## src/rtl/game_pkg.sv

```systemverilog
// Package game_pkg: shared types, constants and the 7-segment decoder used by
// the tug-of-war match controller.
//   mc_state_t   : match controller state encoding
//   winner_t     : match winner encoding (00 none, 01 left, 10 right)
//   SEG_BLANK    : active-low segment pattern for a dark digit
//   seg7_decode  : 4-bit value -> active-low 7-seg pattern (0-9, else blank)
package game_pkg;

  typedef enum logic [2:0] {
    IDLE,
    PLAY,
    HOLD,
    WAIT,
    MATCH_OVER
  } mc_state_t;

  typedef enum logic [1:0] {
    NONE  = 2'b00,
    LEFT  = 2'b01,
    RIGHT = 2'b10
  } winner_t;

  localparam logic [6:0] SEG_BLANK = 7'b1111111;

  function automatic logic [6:0] seg7_decode(input logic [3:0] value);
    logic [6:0] seg;
    case (value)
      4'd0:    seg = 7'b1000000;
      4'd1:    seg = 7'b1111001;
      4'd2:    seg = 7'b0100100;
      4'd3:    seg = 7'b0110000;
      4'd4:    seg = 7'b0011001;
      4'd5:    seg = 7'b0010010;
      4'd6:    seg = 7'b0000010;
      4'd7:    seg = 7'b1111000;
      4'd8:    seg = 7'b0000000;
      4'd9:    seg = 7'b0010000;
      default: seg = SEG_BLANK;
    endcase
    return seg;
  endfunction

endpackage

```

## src/rtl/match_controller_if.sv

```systemverilog
// Interface match_controller_if: round/score bus between the match controller
// and its environment (playfield, winner logic, HEX displays).
//   start, left_win, right_win      : inputs to the controller
//   round_reset, left_score,
//   right_score, hex_left,
//   hex_right, match_over, winner   : outputs of the controller
// Modports: slave = controller side, master = environment side.
interface match_controller_if;
  logic       start;
  logic       left_win;
  logic       right_win;
  logic       round_reset;
  logic [3:0] left_score;
  logic [3:0] right_score;
  logic [6:0] hex_left;
  logic [6:0] hex_right;
  logic       match_over;
  logic [1:0] winner;

  modport slave (
    input  start, left_win, right_win,
    output round_reset, left_score, right_score, hex_left, hex_right,
           match_over, winner
  );

  modport master (
    output start, left_win, right_win,
    input  round_reset, left_score, right_score, hex_left, hex_right,
           match_over, winner
  );
endinterface

```

## src/rtl/seg7_digit.sv

```systemverilog
// Module seg7_digit: combinational active-low 7-segment decode of one digit.
//   i_value [3:0] : binary value (0-9 shown, anything else blank)
//   o_seg   [6:0] : active-low segment pattern
module seg7_digit
  import game_pkg::*;
(
  input  logic [3:0] i_value,
  output logic [6:0] o_seg
);
  always_comb o_seg = seg7_decode(i_value);
endmodule

```

## src/rtl/match_controller.sv

```systemverilog
// Module match_controller: sequences tug-of-war rounds, keeps per-player scores,
// holds the playfield in reset between rounds and declares the match winner.
//   clk    : system clock, all state on posedge
//   reset  : synchronous, active-high, clears all state
//   bus    : match_controller_if.slave (start/win inputs, round_reset, scores,
//            hex digits, match_over, winner outputs)
// Parameters: WIN_SCORE (1..9), HOLD_CYCLES (>=1).
// Macro AUTO_NEXT_ROUND_EN: when defined, the end of HOLD goes straight back to
// PLAY; when undefined, HOLD ends in WAIT and the next round needs start.
module match_controller
  import game_pkg::*;
#(
  parameter int WIN_SCORE   = 7,
  parameter int HOLD_CYCLES = 4
) (
  input logic               clk,
  input logic               reset,
  match_controller_if.slave bus
);

  localparam int              CW        = (HOLD_CYCLES > 1) ? $clog2(HOLD_CYCLES) : 1;
  localparam logic [CW-1:0]   HOLD_LOAD = CW'(HOLD_CYCLES - 1);
  localparam logic [3:0]      WIN_VAL   = 4'(WIN_SCORE);

  mc_state_t     r_state,  w_state_next;
  logic [3:0]    r_left,   w_left_next;
  logic [3:0]    r_right,  w_right_next;
  winner_t       r_winner, w_winner_next;
  logic [CW-1:0] r_cnt,    w_cnt_next;
  logic          r_round_reset;
  logic          r_match_over;
  logic [6:0]    w_hex_left;
  logic [6:0]    w_hex_right;

  // round_reset and match_over are registered from the next state so they
  // change on the same edge as the state they describe.
  always_ff @(posedge clk) begin
    if (reset) begin
      r_state       <= IDLE;
      r_left        <= '0;
      r_right       <= '0;
      r_winner      <= NONE;
      r_cnt         <= '0;
      r_round_reset <= 1'b1;
      r_match_over  <= 1'b0;
    end else begin
      r_state       <= w_state_next;
      r_left        <= w_left_next;
      r_right       <= w_right_next;
      r_winner      <= w_winner_next;
      r_cnt         <= w_cnt_next;
      r_round_reset <= (w_state_next != PLAY);
      r_match_over  <= (w_state_next == MATCH_OVER);
    end
  end

  always_comb begin
    w_state_next  = r_state;
    w_left_next   = r_left;
    w_right_next  = r_right;
    w_winner_next = r_winner;
    w_cnt_next    = r_cnt;
    case (r_state)
      IDLE: begin
        if (bus.start) w_state_next = PLAY;
      end
      PLAY: begin
        // Exactly one side must win; a tie or no result keeps the round going.
        if (bus.left_win ^ bus.right_win) begin
          if (bus.left_win) begin
            w_left_next = r_left + 4'd1;
            if (w_left_next == WIN_VAL) begin
              w_state_next  = MATCH_OVER;
              w_winner_next = LEFT;
            end else begin
              w_state_next = HOLD;
              w_cnt_next   = HOLD_LOAD;
            end
          end else begin
            w_right_next = r_right + 4'd1;
            if (w_right_next == WIN_VAL) begin
              w_state_next  = MATCH_OVER;
              w_winner_next = RIGHT;
            end else begin
              w_state_next = HOLD;
              w_cnt_next   = HOLD_LOAD;
            end
          end
        end
      end
      HOLD: begin
        if (r_cnt == '0) begin
`ifdef AUTO_NEXT_ROUND_EN
          w_state_next = PLAY;
`else
          w_state_next = WAIT;
`endif
        end else begin
          w_cnt_next = r_cnt - CW'(1);
        end
      end
`ifndef AUTO_NEXT_ROUND_EN
      WAIT: begin
        if (bus.start) w_state_next = PLAY;
      end
`endif
      MATCH_OVER: begin
        if (bus.start) begin
          w_state_next  = IDLE;
          w_left_next   = '0;
          w_right_next  = '0;
          w_winner_next = NONE;
        end
      end
      default: w_state_next = IDLE;
    endcase
  end

  seg7_digit u_hex_left  (.i_value(r_left),  .o_seg(w_hex_left));
  seg7_digit u_hex_right (.i_value(r_right), .o_seg(w_hex_right));

  assign bus.round_reset = r_round_reset;
  assign bus.left_score  = r_left;
  assign bus.right_score = r_right;
  assign bus.hex_left    = w_hex_left;
  assign bus.hex_right   = w_hex_right;
  assign bus.match_over  = r_match_over;
  assign bus.winner      = r_winner;

endmodule

```

## src/flat_wrapper.sv

```systemverilog
// flat-port wrapper written by rule: the top's interface ports become plain ports
module match_controller_flat import game_pkg::*;
#(
  parameter int WIN_SCORE   = 7,
  parameter int HOLD_CYCLES = 4
)
  (clk, reset, bus_start, bus_left_win, bus_right_win, bus_round_reset, bus_left_score, bus_right_score, bus_hex_left, bus_hex_right, bus_match_over, bus_winner);
  match_controller_if bus_i ();
  input logic clk;
  input logic reset;
  input wire logic [$bits(bus_i.start)-1:0] bus_start;
  input wire logic [$bits(bus_i.left_win)-1:0] bus_left_win;
  input wire logic [$bits(bus_i.right_win)-1:0] bus_right_win;
  output wire logic [$bits(bus_i.round_reset)-1:0] bus_round_reset;
  output wire logic [$bits(bus_i.left_score)-1:0] bus_left_score;
  output wire logic [$bits(bus_i.right_score)-1:0] bus_right_score;
  output wire logic [$bits(bus_i.hex_left)-1:0] bus_hex_left;
  output wire logic [$bits(bus_i.hex_right)-1:0] bus_hex_right;
  output wire logic [$bits(bus_i.match_over)-1:0] bus_match_over;
  output wire logic [$bits(bus_i.winner)-1:0] bus_winner;
  assign bus_i.start = bus_start;
  assign bus_i.left_win = bus_left_win;
  assign bus_i.right_win = bus_right_win;
  assign bus_round_reset = bus_i.round_reset;
  assign bus_left_score = bus_i.left_score;
  assign bus_right_score = bus_i.right_score;
  assign bus_hex_left = bus_i.hex_left;
  assign bus_hex_right = bus_i.hex_right;
  assign bus_match_over = bus_i.match_over;
  assign bus_winner = bus_i.winner;
  match_controller #(.WIN_SCORE(WIN_SCORE), .HOLD_CYCLES(HOLD_CYCLES)) u_core (.clk(clk), .reset(reset), .bus(bus_i));
endmodule
```

## config.mk

```make
export PLATFORM = sky130hd
export DESIGN_NAME = match_controller_flat
export DESIGN_NICKNAME = d
export VERILOG_FILES = /design/src/rtl/game_pkg.sv /design/src/rtl/match_controller_if.sv /design/src/rtl/seg7_digit.sv /design/src/rtl/match_controller.sv /design/src/flat_wrapper.sv
export SDC_FILE = /design/constraint.sdc
export NUM_CORES = 1
export LEC_CHECK = 0
export BUFFER_PORTS_ARGS = -buffer_cell sky130_fd_sc_hd__buf_2
export CAP_MARGIN = 20
export CELL_PAD_IN_SITES_DETAIL_PLACEMENT = 1
export CELL_PAD_IN_SITES_GLOBAL_PLACEMENT = 2
export CORE_ASPECT_RATIO = 1.25
export CORE_MARGIN = 10
export CORE_UTILIZATION = 35
export DETAILED_ROUTE_END_ITERATION = 10
export HOLD_SLACK_MARGIN = 0.15
export PLACE_DENSITY_LB_ADDON = 0.1
export SYNTH_ARGS = -nofsm -noshare
export SYNTH_HDL_FRONTEND = slang
export SYNTH_SLANG_ARGS = --single-unit
```

## constraint.sdc

```tcl
create_clock -name clk -period 6.4 [get_ports clk]
set_input_delay 0.64 -clock clk [delete_from_list [all_inputs] [get_ports clk]]
set_output_delay 0.64 -clock clk [all_outputs]
set_load 0.03 [all_outputs]
```

== Word-level counts from Yosys, hierarchy flattened ==
Memory sizes are Yosys's and may differ from the RTL's. A register that Yosys moved wholly into a read port is not among the register bits.
Cells that the tools add are included.

* Memories: 2
* RAM bits: 0
* Memory bits (read-only): 224
* Output and inout bits: 26
* Word-level logic and storage cells: 70
* Flip-flop bits (word level): 17
* Input bits: 5
* Latch bits: 0

{| class="wikitable"
|+ Memory list
! memory !! depth !! bits a word !! rd ports !! clocked after memory_dff !! write ports !! line !! RTL
|-
| (no name shown) || 16 || 7 || 1 || 1 || 0 || game_pkg.sv:27 || <nowiki>case (value)</nowiki>
|-
| (no name shown) || 16 || 7 || 1 || 1 || 0 || game_pkg.sv:27 ||
|}

* Eq/ne operators: 17
* Add/subtract/negate cells: 3
* Bitwise gates (word level): 1
* Shifts and indexed selects: 0
* Reductions and logical operators: 9
* Magnitude comparators: 0
* Divide/modulo/power cells: 0
* Multiply operators: 0
* Multiplexer cells: 31

{| class="wikitable"
|+ Operators by type and width
! cell !! count
|-
| $mux 4 || 9
|-
| $mux 3 || 7
|-
| $mux 2 || 10
|-
| $pmux 4 s2 || 2
|-
| $pmux 3 s4 || 1
|-
| $reduce_and 5->1 || 2
|-
| $add 4x1->4 const B || 2
|-
| $eq 4x3->1 const B || 2
|-
| $ne 2x2->1 const B || 4
|-
| $pmux 2 s2 || 2
|-
| $reduce_and 4->1 || 2
|-
| $eq 3x2->1 const B || 2
|-
| $eq 3x3->1 const B || 2
|-
| $ne 3x2->1 const B || 2
|-
| $ne 3x3->1 const B || 2
|-
| $reduce_bool 2->1 || 2
|-
| $eq 3x1->1 const B || 1
|-
| $logic_not 3->1 || 1
|-
| $ne 3x1->1 const B || 1
|-
| $logic_not 2->1 || 1
|-
| $ne 2x1->1 const B || 1
|-
| $reduce_or 2->1 || 1
|-
| $sub 2x1->2 const B || 1
|-
| $xor 1x1->1 || 1
|}

== Logic depth before layout (Yosys ltp) ==
* Depth in word-level cells: 7
* Gate-level depth with buffers: 9
* Mapped depth without buffers: 9

== Modules after synthesis ==
A second synthesis with hierarchy kept.

* Cells, all modules: 168
* Area, all modules: 1,338.8 um^2

{| class="wikitable"
|+ By module, submodules not included
! module !! seq. area each (um^2) !! area an instance (um^2) !! times used !! cells each
|-
| match_controller || 340.3 || 918.4 || 1 || 102
|-
| seg7_digit || 0.0 || 210.2 || 2 || 33
|}

== Worst setup path after synthesis ==
Ideal clock, no wire load.

* Path kind: register to register
* From: register u_core.r_left[0], in the netlist u_core.bus.left_score[0]
* To: register, netlist name u_core.u_hex_left.o_seg[4]
* Period minus slack after synthesis: 2.256 ns
* Buffers on the path: 0
* Setup time: 0.079 ns
* Data required time: 6.321 ns
* Arrival: 2.177 ns
* Cell stages (with the launch flop): 9
* Slack: 4.144 ns
* Cells stage by stage: dfxtp_1 inv_1 ha_1 nor4_1 a32o_1 inv_1 ha_1 mux2_1 a22oi_1

* Longest elaborated chain between the ends: 6

{| class="wikitable"
|+ RTL lines
! element !! line !! RTL
|-
| start, declared || match_controller.sv:26 || <nowiki>logic [3:0] r_left, w_left_next;</nowiki>
|-
| start signal, assigned || match_controller.sv:48 || <nowiki>r_left <= w_left_next;</nowiki>
|-
| $add 4x1->4 || match_controller.sv:71 || <nowiki>w_left_next = r_left + 4'd1;</nowiki>
|-
| $mux 4 || match_controller.sv:70 || <nowiki>if (bus.left_win) begin</nowiki>
|-
| $mux 4 || match_controller.sv:69 || <nowiki>if (bus.left_win ^ bus.right_win) begin</nowiki>
|-
| $pmux 4 s2 || match_controller.sv:63 || <nowiki>case (r_state)</nowiki>
|-
| $mux 4 (no line) (*) (2 in a row) || - ||
|}

Every way passes the cells marked *; elsewhere a longest branch is shown, timed or not. The select of a mux whose other input is x is not followed.
A chain may end at the register's enable or synchronous reset.

== Worst setup path after layout ==
* From: register u_core.r_state[0]
* To: register, netlist name u_core.u_hex_left.o_seg[4]

* Longest elaborated chain between the ends: 5
* Elaborated cells between the ends (all ways): 10
* Classes of those cells: eq/ne: 5; mux: 3; reduce/logical: 2

{| class="wikitable"
|+ RTL lines
! element !! line !! RTL
|-
| start, declared || match_controller.sv:25 || <nowiki>mc_state_t r_state, w_state_next;</nowiki>
|-
| start signal, assigned || match_controller.sv:47 || <nowiki>r_state <= w_state_next;</nowiki>
|-
| $eq 3x1->1 / $eq 3x3->1 (equally long branches) || match_controller.sv:63 ||
|-
| $ne 2x1->1 (no line) (tied with other cells) || - ||
|-
| $reduce_and 4->1 (no line) || - ||
|-
| $mux 4 (no line) (*) (2 in a row) || - ||
|}

Every way passes the cells marked *; elsewhere a longest branch is shown, timed or not.

==> flow_summary_export.csv <==
group,metric,value,unit
drt,vias,1526,
cells_and_area,layout-drive-gt1-share,21.0,%
cells_and_area,nFillCells,608,
power_and_ir_drop,p_sw,0.128,mW
run_status,outcome,"completed",
place,dp_hpwl,3620,um
critical_path,endpoint_kind,"flop",
timing,max_freq,379,MHz
floorplanning,die_w,84.1,um
clock_tree,clk_latency,0.28,ns
critical_path,crit_path_max_fanout,14,
timing,setup_viol,0,
yosys,netlist_area,0.00180,mm^2
clock_tree,htreeDepth,2,
drt,drt-wirelength-per-cell,16.2,um
clock_tree,clock_path_buffers,2,
power_and_ir_drop,p_clk_share,35.4,%
clock_tree,cts_made_buffers,5,
min_path,min_to,"u_core.r_cnt[0]",
global_routing,track_usage,11.1,%
yosys,synth_seq_cells,31,
clock_tree,postCtsHoldBufs,0,
floorplanning,dieHeight,100,um
power_and_ir_drop,p_leak,0.910,nW
timing,min_period_over_period,41.2,%
drt,vias_per_cell,5.34,
critical_path,critPathKind,"reg2reg",
drt,post-route-drc-count,0,
yosys,yosys_warnings,0,
cells_and_area,area_growth,14.3,%
power_and_ir_drop,ir_drop,0.108,mV
timing,drv_slew,0,
critical_path,cp_slowest_stage_delay,0.72,ns
yosys,synth_ff_type,"dfxtp_1",
clock_tree,cts.repair.resized,0,
floorplanning,core,0.00504,mm^2
yosys,synth-xor-area-share,2.44,%
yosys,async_flop_share,0,%
timing,relSlewSlack,39.4,%
power_and_ir_drop,p_comb_share,15.5,%
critical_path,reg2reg_depth,5,
yosys,synthAdderAreaFrac,10.4,%
timing,hold_viol_final,0,
power_and_ir_drop,p_seq_share,49.1,%
yosys,synth.area.mux_share,5.15,%
timing,fin_crit,2.64,ns
global_routing,antenna_found_initial,0,
drt,dr.first_iter.drc_count,53,
power_and_ir_drop,finalPower,0.431,mW
yosys,synth_top_family_by_area,"simple AND/OR/NAND/NOR gates",
min_path,worstHoldStart,"u_core.r_cnt[0]",
clock_tree,clock_sinks,31,
place,gp_congestion,0.797,
critical_path,required,6.60,ns
critical_path,crit_chain,"nand4bb_1 -> or4_1 -> o21ai_1 -> mux2_1 -> a22oi_1",
critical_path,arrival,2.84,ns
timing,whs,0.497,ns
place,place_ws,3.62,ns
place,io_buffers,30,
cells_and_area,fin_util,40.7,%
critical_path,cp_top_family,"compound AO/OA/AOI/OAI gates",
timing,fin_skew,0.00462,ns
global_routing,grt_pass1_vias,1562,
critical_path,setup.worst_path.start_class,"flop",
yosys,synth_cell_types,51,
floorplanning,dieArea,0.00842,mm^2
drt,ant_nets,0,
yosys,syn_avg_cell_area,9.26,um^2
timing,rsz0062_at_grt,"no",
yosys,synth_edf_count,0,
floorplanning,fp-row-count,29,
global_routing,grt_overflow,0,
global_routing,grt_pass1_wl,7750,um
critical_path,worstReg2RegEnd,"u_core.u_hex_left.o_seg[4]",
critical_path,path_buf_inv,0,
drt,dr.pass1.iters,4,
critical_path,rrSetupSlack,3.76,ns
cells_and_area,final_nets,243,
yosys,yosys.area_share.simple,20.7,%
timing,worst_slew_pin_slew,0.904,ns
floorplanning,io_pins,31,
min_path,holdPathStages,1,
run,maxCapViolCount,0,
power_and_ir_drop,switching_share,29.8,%
clock_tree,cts.reportedPaths.clkPinSlew,0.07,ns
min_path,worstHoldPathType,"reg2reg",
drt,drt-total-wl,4650,um
floorplanning,start_util,35.6,%
critical_path,timing.rr.start,"u_core.r_state[0]",
cells_and_area,seqCellArea,621,um^2
power_and_ir_drop,p_int,0.303,mW
yosys,synth_nets,214,
cells_and_area,multi_input_area,0.00106,mm^2
yosys,seq_area_frac_synth,34.5,%
timing,tns,0,ns
clock_tree,post-cts-setup-buffers,0,
power_and_ir_drop,power_density,210,mW/mm^2
clock_tree,root_buffer,"clkbuf_8",
yosys,syn_inst,194,
cells_and_area,antenna_cells,0,
global_routing,grt_max_degree,19,
timing,setup_slack,3.76,ns
critical_path,crit_path_top_delay_cell,"o21ai_1",
clock_tree,cts_tree,"built",
yosys,synth_compound_area_share,20.1,%
## synth_stat cells, types with 4 or more instances
cell type / n / share of area [%]
dfxtp_1: 31 / 35
inv_1: 16 / 3.3
ha_1: 15 / 10
nand2_1: 12 / 2.5
a21oi_1: 10 / 2.8
nor2b_1: 9 / 3.1
nor2_1: 8 / 1.7
a2bb2oi_1: 7 / 3.4
mux2i_1: 7 / 3.9
a31oi_1: 5 / 1.7
nand3_1: 5 / 1.4
and3_1: 4 / 1.4
nor3_1: 4 / 1.1
xor2_1: 4 / 1.9
## worst max-delay path by stage
stage,startpoint,endpoint,cells past startpoint
2_1_floorplan,u_core.bus.left_score[0],u_core.u_hex_left.o_seg[4],8
3_5_place_dp,bus_right_win,u_core.u_hex_left.o_seg[4],6
4_1_cts,u_core.r_state[0],u_core.u_hex_left.o_seg[4],5
3_3_place_gp,bus_right_win,u_core.u_hex_left.o_seg[4],6
6_report,u_core.r_state[0],u_core.u_hex_left.o_seg[4],5
5_1_grt,u_core.r_state[0],u_core.u_hex_left.o_seg[4],5
## power groups by stage
stage / clock network [mW] / logic, mW / registers (mW)
detailed placement: 0 / 0.0676 / 0.216
floorplan: 0 / 0.0418 / 0.223
finish: 0.152 / 0.0668 / 0.212
global placement: 0 / 0.0661 / 0.216
CTS: 0.159 / 0.0680 / 0.212
global route: 0.164 / 0.0737 / 0.214
## layer usage
layer	wire, um	up-vias	share of wire [%]	global-route usage, %
li1	-	759	-	-
met1	2040	733	44	12.3
met2	2310	25	50	19.2
met3	197	9	4.2	3.16
met4	96	0	2.1	4.90
met5	0	-	0	0
## per-stage QoR
step,cell area (um^2),instances
2_1_floorplan,1800,194
3_3_place_gp,1970,278
3_5_place_dp,1970,278
4_1_cts,2050,286
5_1_grt,2050,286
6_report,2050,286
## cells by family after synthesis
| logic type | after synthesis |
|---|---|
| mux | 9 |
| buf+inv | 25 |
| flops | 31 |
| compound gates | 47 |
| fa+ha+maj | 15 |
| simple gates | 62 |
| xor+xnor | 5 |
## state kept, by name (all words and copies together) (netlist names)
signal                    cells
u_core.bus.round_reset        1
u_core.r_state                3
u_core.bus.match_over         1
u_core.bus.right_score        4
u_core.u_hex_right.o_seg      7
u_core.bus.left_score         4
u_core.u_hex_left.o_seg       7
u_core.bus.winner             2
u_core.r_cnt                  2
## cell type report
type                    count  area share (%)
clock buffers               6            3.53
clock inverters             2           0.609
inverters                  17            3.11
multi-input cells         138            51.4
flip-flops and latches     31            30.2
well taps                  62            3.78
repair buffers             30            7.31
## placed cells by master (no fill, tap or decap), types with 3 or more instances in the layout
cell type / n
nor4_1: 3
a21oi_1: 10
nor3_1: 4
a32o_1: 3
mux2i_1: 7
clkbuf_8: 5
inv_1: 16
xor2_1: 4
nand3_1: 5
nor2_1: 8
buf_2: 30
a211oi_1: 3
nor2b_1: 9
ha_1: 15
a31oi_1: 5
dfxtp_1: 31
nand2_1: 12
and3_1: 4
a2bb2oi_1: 7
(Power assumes the default switching activity.)
